### src/rtl/simon_pkg.sv
// SIMON 64/96 key-schedule constants, state encoding and rotate helper.
// Latency: n/a (package only).
// Backpressure: n/a.
package simon_pkg;

    localparam int SIMON_N = 32;
    localparam int SIMON_M = 3;
    localparam int SIMON_T = 42;

    localparam logic [31:0] SIMON_C = 32'hFFFF_FFFC;

    // z_2 sequence; bit k holds z_2[k], so the LSB is consumed first.
    localparam logic [61:0] SIMON_Z2 =
        62'b11_0011011010_0111111000_1000010100_0110010010_1100000011_1011110101;

    typedef enum logic [1:0] {
        IDLE   = 2'd0,
        EXPAND = 2'd1,
        DONE   = 2'd2
    } simonState_t;

    // Rotate a key word right by a fixed amount.
    function automatic logic [SIMON_N-1:0] rotr(input logic [SIMON_N-1:0] x, input int amt);
        return (x >> amt) | (x << (SIMON_N - amt));
    endfunction

endpackage

### src/rtl/simon_rk_step.sv
// One SIMON 64/96 key-schedule step: rk[i] from rk[i-1], rk[i-3] and z bit.
// Latency: purely combinational.
// Backpressure: none; output follows inputs.
module simon_rk_step
    import simon_pkg::*;
(
    input  logic [SIMON_N-1:0] rkPrev1,
    input  logic [SIMON_N-1:0] rkPrev3,
    input  logic               zBit,
    output logic [SIMON_N-1:0] rkNext
);

    // For m=3 the mixing is ROR3 ^ ROR4 of the previous word, no ROR1 term on rk[i-3].
    always_comb begin
        rkNext = SIMON_C
               ^ {{(SIMON_N-1){1'b0}}, zBit}
               ^ rkPrev3
               ^ rotr(rkPrev1, 3)
               ^ rotr(rkPrev1, 4);
    end

endmodule

### src/rtl/simon_key_expander.sv
// SIMON 64/96 key expander: loads 3 master words, then generates one round key per clock into a bank.
// Latency: start edge E0, rk[3] at E1, rk[41] and done at E39; bank read port has 1-cycle latency.
// Backpressure: start is ignored while expanding; abort (priority over start) returns to IDLE any cycle.
module simon_key_expander
    import simon_pkg::*;
(
    input  logic                   clk,
    input  logic                   rst_n,
    input  logic                   start,
    input  logic                   abort,
    input  logic [SIMON_M*32-1:0]  key_in,
    output logic                   busy,
    output logic                   done,
    output logic                   keys_valid,
    input  logic [5:0]             rd_addr,
    output logic [SIMON_N-1:0]     rd_data
);

    localparam logic [5:0] LAST_IDX = 6'(SIMON_T - 1);
    localparam logic [5:0] NUM_KEYS = 6'(SIMON_T);
    localparam logic [5:0] FIRST_GEN_IDX = 6'(SIMON_M);

    simonState_t        state;
    logic [5:0]         idx;
    logic [61:0]        zReg;

    // Sliding window of the three most recent keys: winOld = rk[i-3], winNew = rk[i-1].
    logic [SIMON_N-1:0] winOld;
    logic [SIMON_N-1:0] winMid;
    logic [SIMON_N-1:0] winNew;

    logic [SIMON_N-1:0] bank [SIMON_T];

    logic [SIMON_N-1:0] rkNext;
    logic [SIMON_N-1:0] key0;
    logic [SIMON_N-1:0] key1;
    logic [SIMON_N-1:0] key2;
    logic               loadKey;
    logic               stepEn;

    assign key0 = key_in[31:0];
    assign key1 = key_in[63:32];
    assign key2 = key_in[95:64];

    // A new expansion may only begin from a quiescent state; abort always wins.
    assign loadKey = start && !abort && ((state == IDLE) || (state == DONE));
    assign stepEn  = !abort && (state == EXPAND);

    simon_rk_step u_step (
        .rkPrev1 (winNew),
        .rkPrev3 (winOld),
        .zBit    (zReg[0]),
        .rkNext  (rkNext)
    );

    // Control FSM, index counter, z sequence and key window.
    always_ff @(posedge clk or negedge rst_n) begin
        if (!rst_n) begin
            state      <= IDLE;
            busy       <= 1'b0;
            done       <= 1'b0;
            keys_valid <= 1'b0;
            idx        <= '0;
            zReg       <= SIMON_Z2;
            winOld     <= '0;
            winMid     <= '0;
            winNew     <= '0;
        end else if (abort) begin
            state      <= IDLE;
            busy       <= 1'b0;
            done       <= 1'b0;
            keys_valid <= 1'b0;
            idx        <= '0;
        end else begin
            done <= 1'b0;
            case (state)
                IDLE, DONE: begin
                    if (start) begin
                        winOld     <= key0;
                        winMid     <= key1;
                        winNew     <= key2;
                        zReg       <= SIMON_Z2;
                        idx        <= FIRST_GEN_IDX;
                        keys_valid <= 1'b0;
                        busy       <= 1'b1;
                        state      <= EXPAND;
                    end
                end
                EXPAND: begin
                    winOld <= winMid;
                    winMid <= winNew;
                    winNew <= rkNext;
                    zReg   <= zReg >> 1;
                    if (idx == LAST_IDX) begin
                        state      <= DONE;
                        busy       <= 1'b0;
                        done       <= 1'b1;
                        keys_valid <= 1'b1;
                    end else begin
                        idx <= idx + 6'd1;
                    end
                end
                default: begin
                    state <= IDLE;
                    busy  <= 1'b0;
                end
            endcase
        end
    end

    // Key bank writes: master words on load, one generated key per expand cycle.
    always_ff @(posedge clk) begin
        if (loadKey) begin
            bank[0] <= key0;
            bank[1] <= key1;
            bank[2] <= key2;
        end else if (stepEn) begin
            bank[idx] <= rkNext;
        end
    end

    // Registered read port; out-of-range addresses read as zero.
    always_ff @(posedge clk or negedge rst_n) begin
        if (!rst_n) begin
            rd_data <= '0;
        end else if (rd_addr < NUM_KEYS) begin
            rd_data <= bank[rd_addr];
        end else begin
            rd_data <= '0;
        end
    end

endmodule

### config.mk
export PLATFORM = sky130hd
export DESIGN_NAME = simon_key_expander
export DESIGN_NICKNAME = d
export VERILOG_FILES = /design/src/rtl/simon_pkg.sv /design/src/rtl/simon_rk_step.sv /design/src/rtl/simon_key_expander.sv
export SDC_FILE = /design/constraint.sdc
export NUM_CORES = 2
export LEC_CHECK = 0
export BUFFER_PORTS_ARGS = -buffer_cell sky130_fd_sc_hd__clkbuf_2
export CAP_MARGIN = 30
export CORE_ASPECT_RATIO = 1.5
export CORE_MARGIN = 4
export CORE_UTILIZATION = 65
export CTS_BUF_LIST = sky130_fd_sc_hd__clkbuf_4 sky130_fd_sc_hd__clkbuf_8
export DETAILED_ROUTE_END_ITERATION = 10
export PLACE_DENSITY = 0.82
export REMOVE_ABC_BUFFERS = 1
export SLEW_MARGIN = 25
export SYNTH_ARGS = -nofsm -noshare
export SYNTH_HDL_FRONTEND = slang
export SYNTH_SLANG_ARGS = --single-unit
### constraint.sdc
create_clock -name clk -period 5.4 [get_ports clk]
set_clock_uncertainty 0.15 [all_clocks]
set_input_delay 0.27 -clock clk [delete_from_list [all_inputs] [get_ports clk]]
set_output_delay 0.27 -clock clk [all_outputs]
set_load 0.02 [all_outputs]
==> results.toml <==
[min_path]
hold_path_class = "primary input to flip-flop"
hold_path_startpoint = "key_in[39]"
worstHoldPathCells = 4
min_delay_worst_endpoint = "winMid[7]"

[synth]
async_reset_ff_share_pct = 12.7
synth.cells.most_frequent = "1376 x edfxtp_1, 269 x nor2_1, 256 x mux4_2"
synthCells = 3528
yosys.area.top_type = "edfxtp_1"
netlist.area_leader.share_pct = 66.3
yosysSeqAreaShare_pct = 74.4
avgSynthCellArea_um2 = 17.7
synth-seq-cells = 1577
netlist-cell-type-count = 53
post_synth_edffs = 1376
dominantRegCellSynth = "edfxtp_1"
yosys.cell_count.top_type = "edfxtp_1"
post_synth_main_area_contributors = "edfxtp_1 66%, mux4_2 9.2%, dfrtp_1 6.8%, mux2i_1 3.1%, nor2_1 1.6%"
yosysWarnings = 0
mapped_area_um2 = 62400

[setup_path]
crit_type = "flip-flop to flip-flop"
arrival_ns = 3.85
critical_path.slowest_cell = "nor2_4"
end_kind = "flip-flop"
crit_chain = "nor3b_4 > buf_4 > nand3_1 > nor2_4 > buf_4"
max_stage_delay_ns = 0.79
r2r_setup_slack_ns = 1.97
cp_max_fo = 35
rr_worst_depth = 5
startpoint_types = "flip-flop"
crit-reg2reg-launch = "state[0]"
worst_path_most_repeated_cell = "buf_4"
critical_path.reg2reg.endpoint = "bank[8][22]"
cp.buffers_inverters = 2
required_ns = 5.82
worst_path_dominant_cell_family = "simple AND/OR/NAND/NOR gates"

[sta]
report.final.hold_viol_count = 0
fin_crit_sh_pct = 63.6
grt_setup_unrepaired = "no"
setup_viol_count_final = 0
max_freq_ghz = 0.291
post-route-min-period_ns = 3.43
tightest_slew_ns = 0.973
slew-limit-headroom_pct = 35.0
slew_violations = 0

[detailed_routing]
detail_routed_via_count_per_cell = 6.66
detail-route-antenna-nets = 0
drt-initial-drc-count = 4241
wire_per_inst_um = 28.4
drt_pre_antenna_iters = 7
drc = 0
finalWirelength_mm = 152
routed-via-count = 35700

[clocking]
ctsLongestPathBuffers = 3
tritoncts.num_buffers = 204
tritoncts = "built"
worst_setup_hold_path_clk_slew_ns = 0.07
cts_num_sinks = 1577
post_cts_hold_buffer_count = 169
cts-resized-gates = 0
setup_fix_buffers_added_after_clock_tree_synthesis = 0
clock_tree.root_cell = "clkbuf_8"
insertion_delay_of_the_later_clocked_pin_in_the_worst_skew_pair_ns = 0.91
cts_max_level = 4

[placement]
place.port_buffers = 140
gp_congestion = 0.866
number_of_instances_in_the_placed_design = 4809
dp.final_hpwl_mm = 88.1

[die]
die_x_um = 261
floorplan.die.height_um = 387
starting_density_of_the_core_pct = 65.8
top_level_ports = 141
core.rowCount = 138
fp.dieArea_um2 = 101000
core_area_um2 = 94800

[final_layout]
final_net_count = 4033
final_util_pct = 75.0
filler_cell_count = 4756
final_cells = 5364
drive_gt1_share_pct = 23.8
layout-area-overhead-vs-synth_pct = 14.1

[grt]
global_route_wire_length_before_repair_mm = 231
first_global_vias = 37000
grt_max_degree = 136
overflow_left_after_global_routing = 0
gr-usage-all-layers_pct = 30.8
grt_antenna_before_repair = 2

[power_and_ir_drop]
totalPowerFinal_w = 0.0317
p_leak_nw = 24.4
powerDensity_nw_per_um2 = 445
irDropWorstVdd_v = 0.000562

[status]
outcome = "finished, final reports clean"

[run]
drv_cap = 0
[per-stage QoR]
step / instance area, um2 / worst slack, ns / hold WS [ns] / TNS [ns]
final: 71100 / 1.97 / 0.0690 / 0
after global routing: 71100 / 1.80 / 0.0283 / 0
after floorplan: 61200 / -4.23 / -0.176 / -407.18
after detailed placement: 65100 / 1.76 / 0.294 / 0
after CTS: 71100 / 1.79 / 0.000938 / 0
after global placement: 64600 / 1.90 / 0.290 / 0
[routing by layer]
layer | track usage, % | vias up | routed length (um)
met4 | 13.3 | 0 | 7350
met2 | 50.8 | 2538 | 78400
met1 | 40.5 | 18000 | 51900
met3 | 5.96 | 441 | 14900
li1 | - | 14800 | -
met5 | 0 | - | 0
[cell families after synthesis]
| kind of cell | share of synthesized area, % |
|---|---|
| AOI/OAI and AO/OA | 6.11 |
| xor gates and xnor gates | 0.969 |
| adders and majority gates | 0.0401 |
| buffers and inverters | 2.04 |
| DFF | 74.4 |
| muxes | 13.0 |
| and+or+nand+nor | 3.49 |
[final cells by class]
class	count	area [um2]	share of cell area, %
antenna	3	7.51	0.0106
multi-input combinational	1692	15100	21.2
tap	1260	1580	2.22
clock inverter	109	807	1.13
clock buffer	273	3460	4.86
inverter	36	135	0.190
sequential	1577	46400	65.2
timing repair buffer	414	3660	5.15
[worst reg2reg max path, delay by kind of cell, from the launching register on]
kind                   cells  cell delay, ns
flip-flops                 1            0.48
AND/OR/NAND/NOR            3            1.70
buffers and inverters      2            0.78
[cells in the final DEF, fill, tap and decap left out, types with 7 or more instances in the layout]
| master | n |
|---|---|
| edfxtp_1 | 1376 |
| mux4_2 | 256 |
| nand2_1 | 230 |
| nor2_1 | 228 |
| clkbuf_8 | 225 |
| mux2i_1 | 191 |
| dfrtp_1 | 170 |
| dlygate4sd3_1 | 168 |
| a21oi_1 | 167 |
| clkbuf_2 | 135 |
| o21ai_0 | 91 |
| buf_4 | 74 |
| xnor2_1 | 65 |
| a31oi_1 | 65 |
| a22o_1 | 61 |
| o22ai_1 | 52 |
| a211oi_1 | 51 |
| clkinv_1 | 51 |
| clkbuf_4 | 48 |
| nor2_4 | 43 |
| mux2_2 | 36 |
| clkinv_2 | 36 |
| o221ai_1 | 32 |
| a22oi_1 | 31 |
| dfstp_2 | 31 |
| inv_1 | 23 |
| buf_12 | 20 |
| inv_2 | 13 |
| bufinv_16 | 12 |
| clkinvlp_4 | 10 |
| nand3_1 | 9 |
| buf_16 | 8 |
| buf_8 | 8 |
| o2bb2ai_1 | 7 |
[sequential cells by signal, summed over array words and instances (netlist names)]
register,flops
winMid,32
winOld,32
rd_data,32
busy,1
bank,1376
idx,6
keys_valid,1
done,1
state,2
winNew,32
zReg,62
[worst max-delay path by stage]
stage	slack [ns]	end	start	cells after the start
3_3_place_gp	1.90	bank[26][18]	abort	6
6_report	1.97	bank[8][22]	state[0]	5
3_5_place_dp	1.76	bank[26][18]	abort	6
2_1_floorplan	-4.23	winMid[0]	state[1]	4
5_1_grt	1.80	bank[8][22]	state[0]	5
4_1_cts	1.79	bank[26][22]	state[0]	5
[power by group]
| part | total [W] | internal [W] | switching [W] |
|---|---|---|---|
| sequential | 0.0170 | 0.0165 | 0.000447 |
| combinational | 0.00562 | 0.00125 | 0.00437 |
| clock | 0.00906 | 0.00475 | 0.00432 |
(Power assumes the default switching activity.)
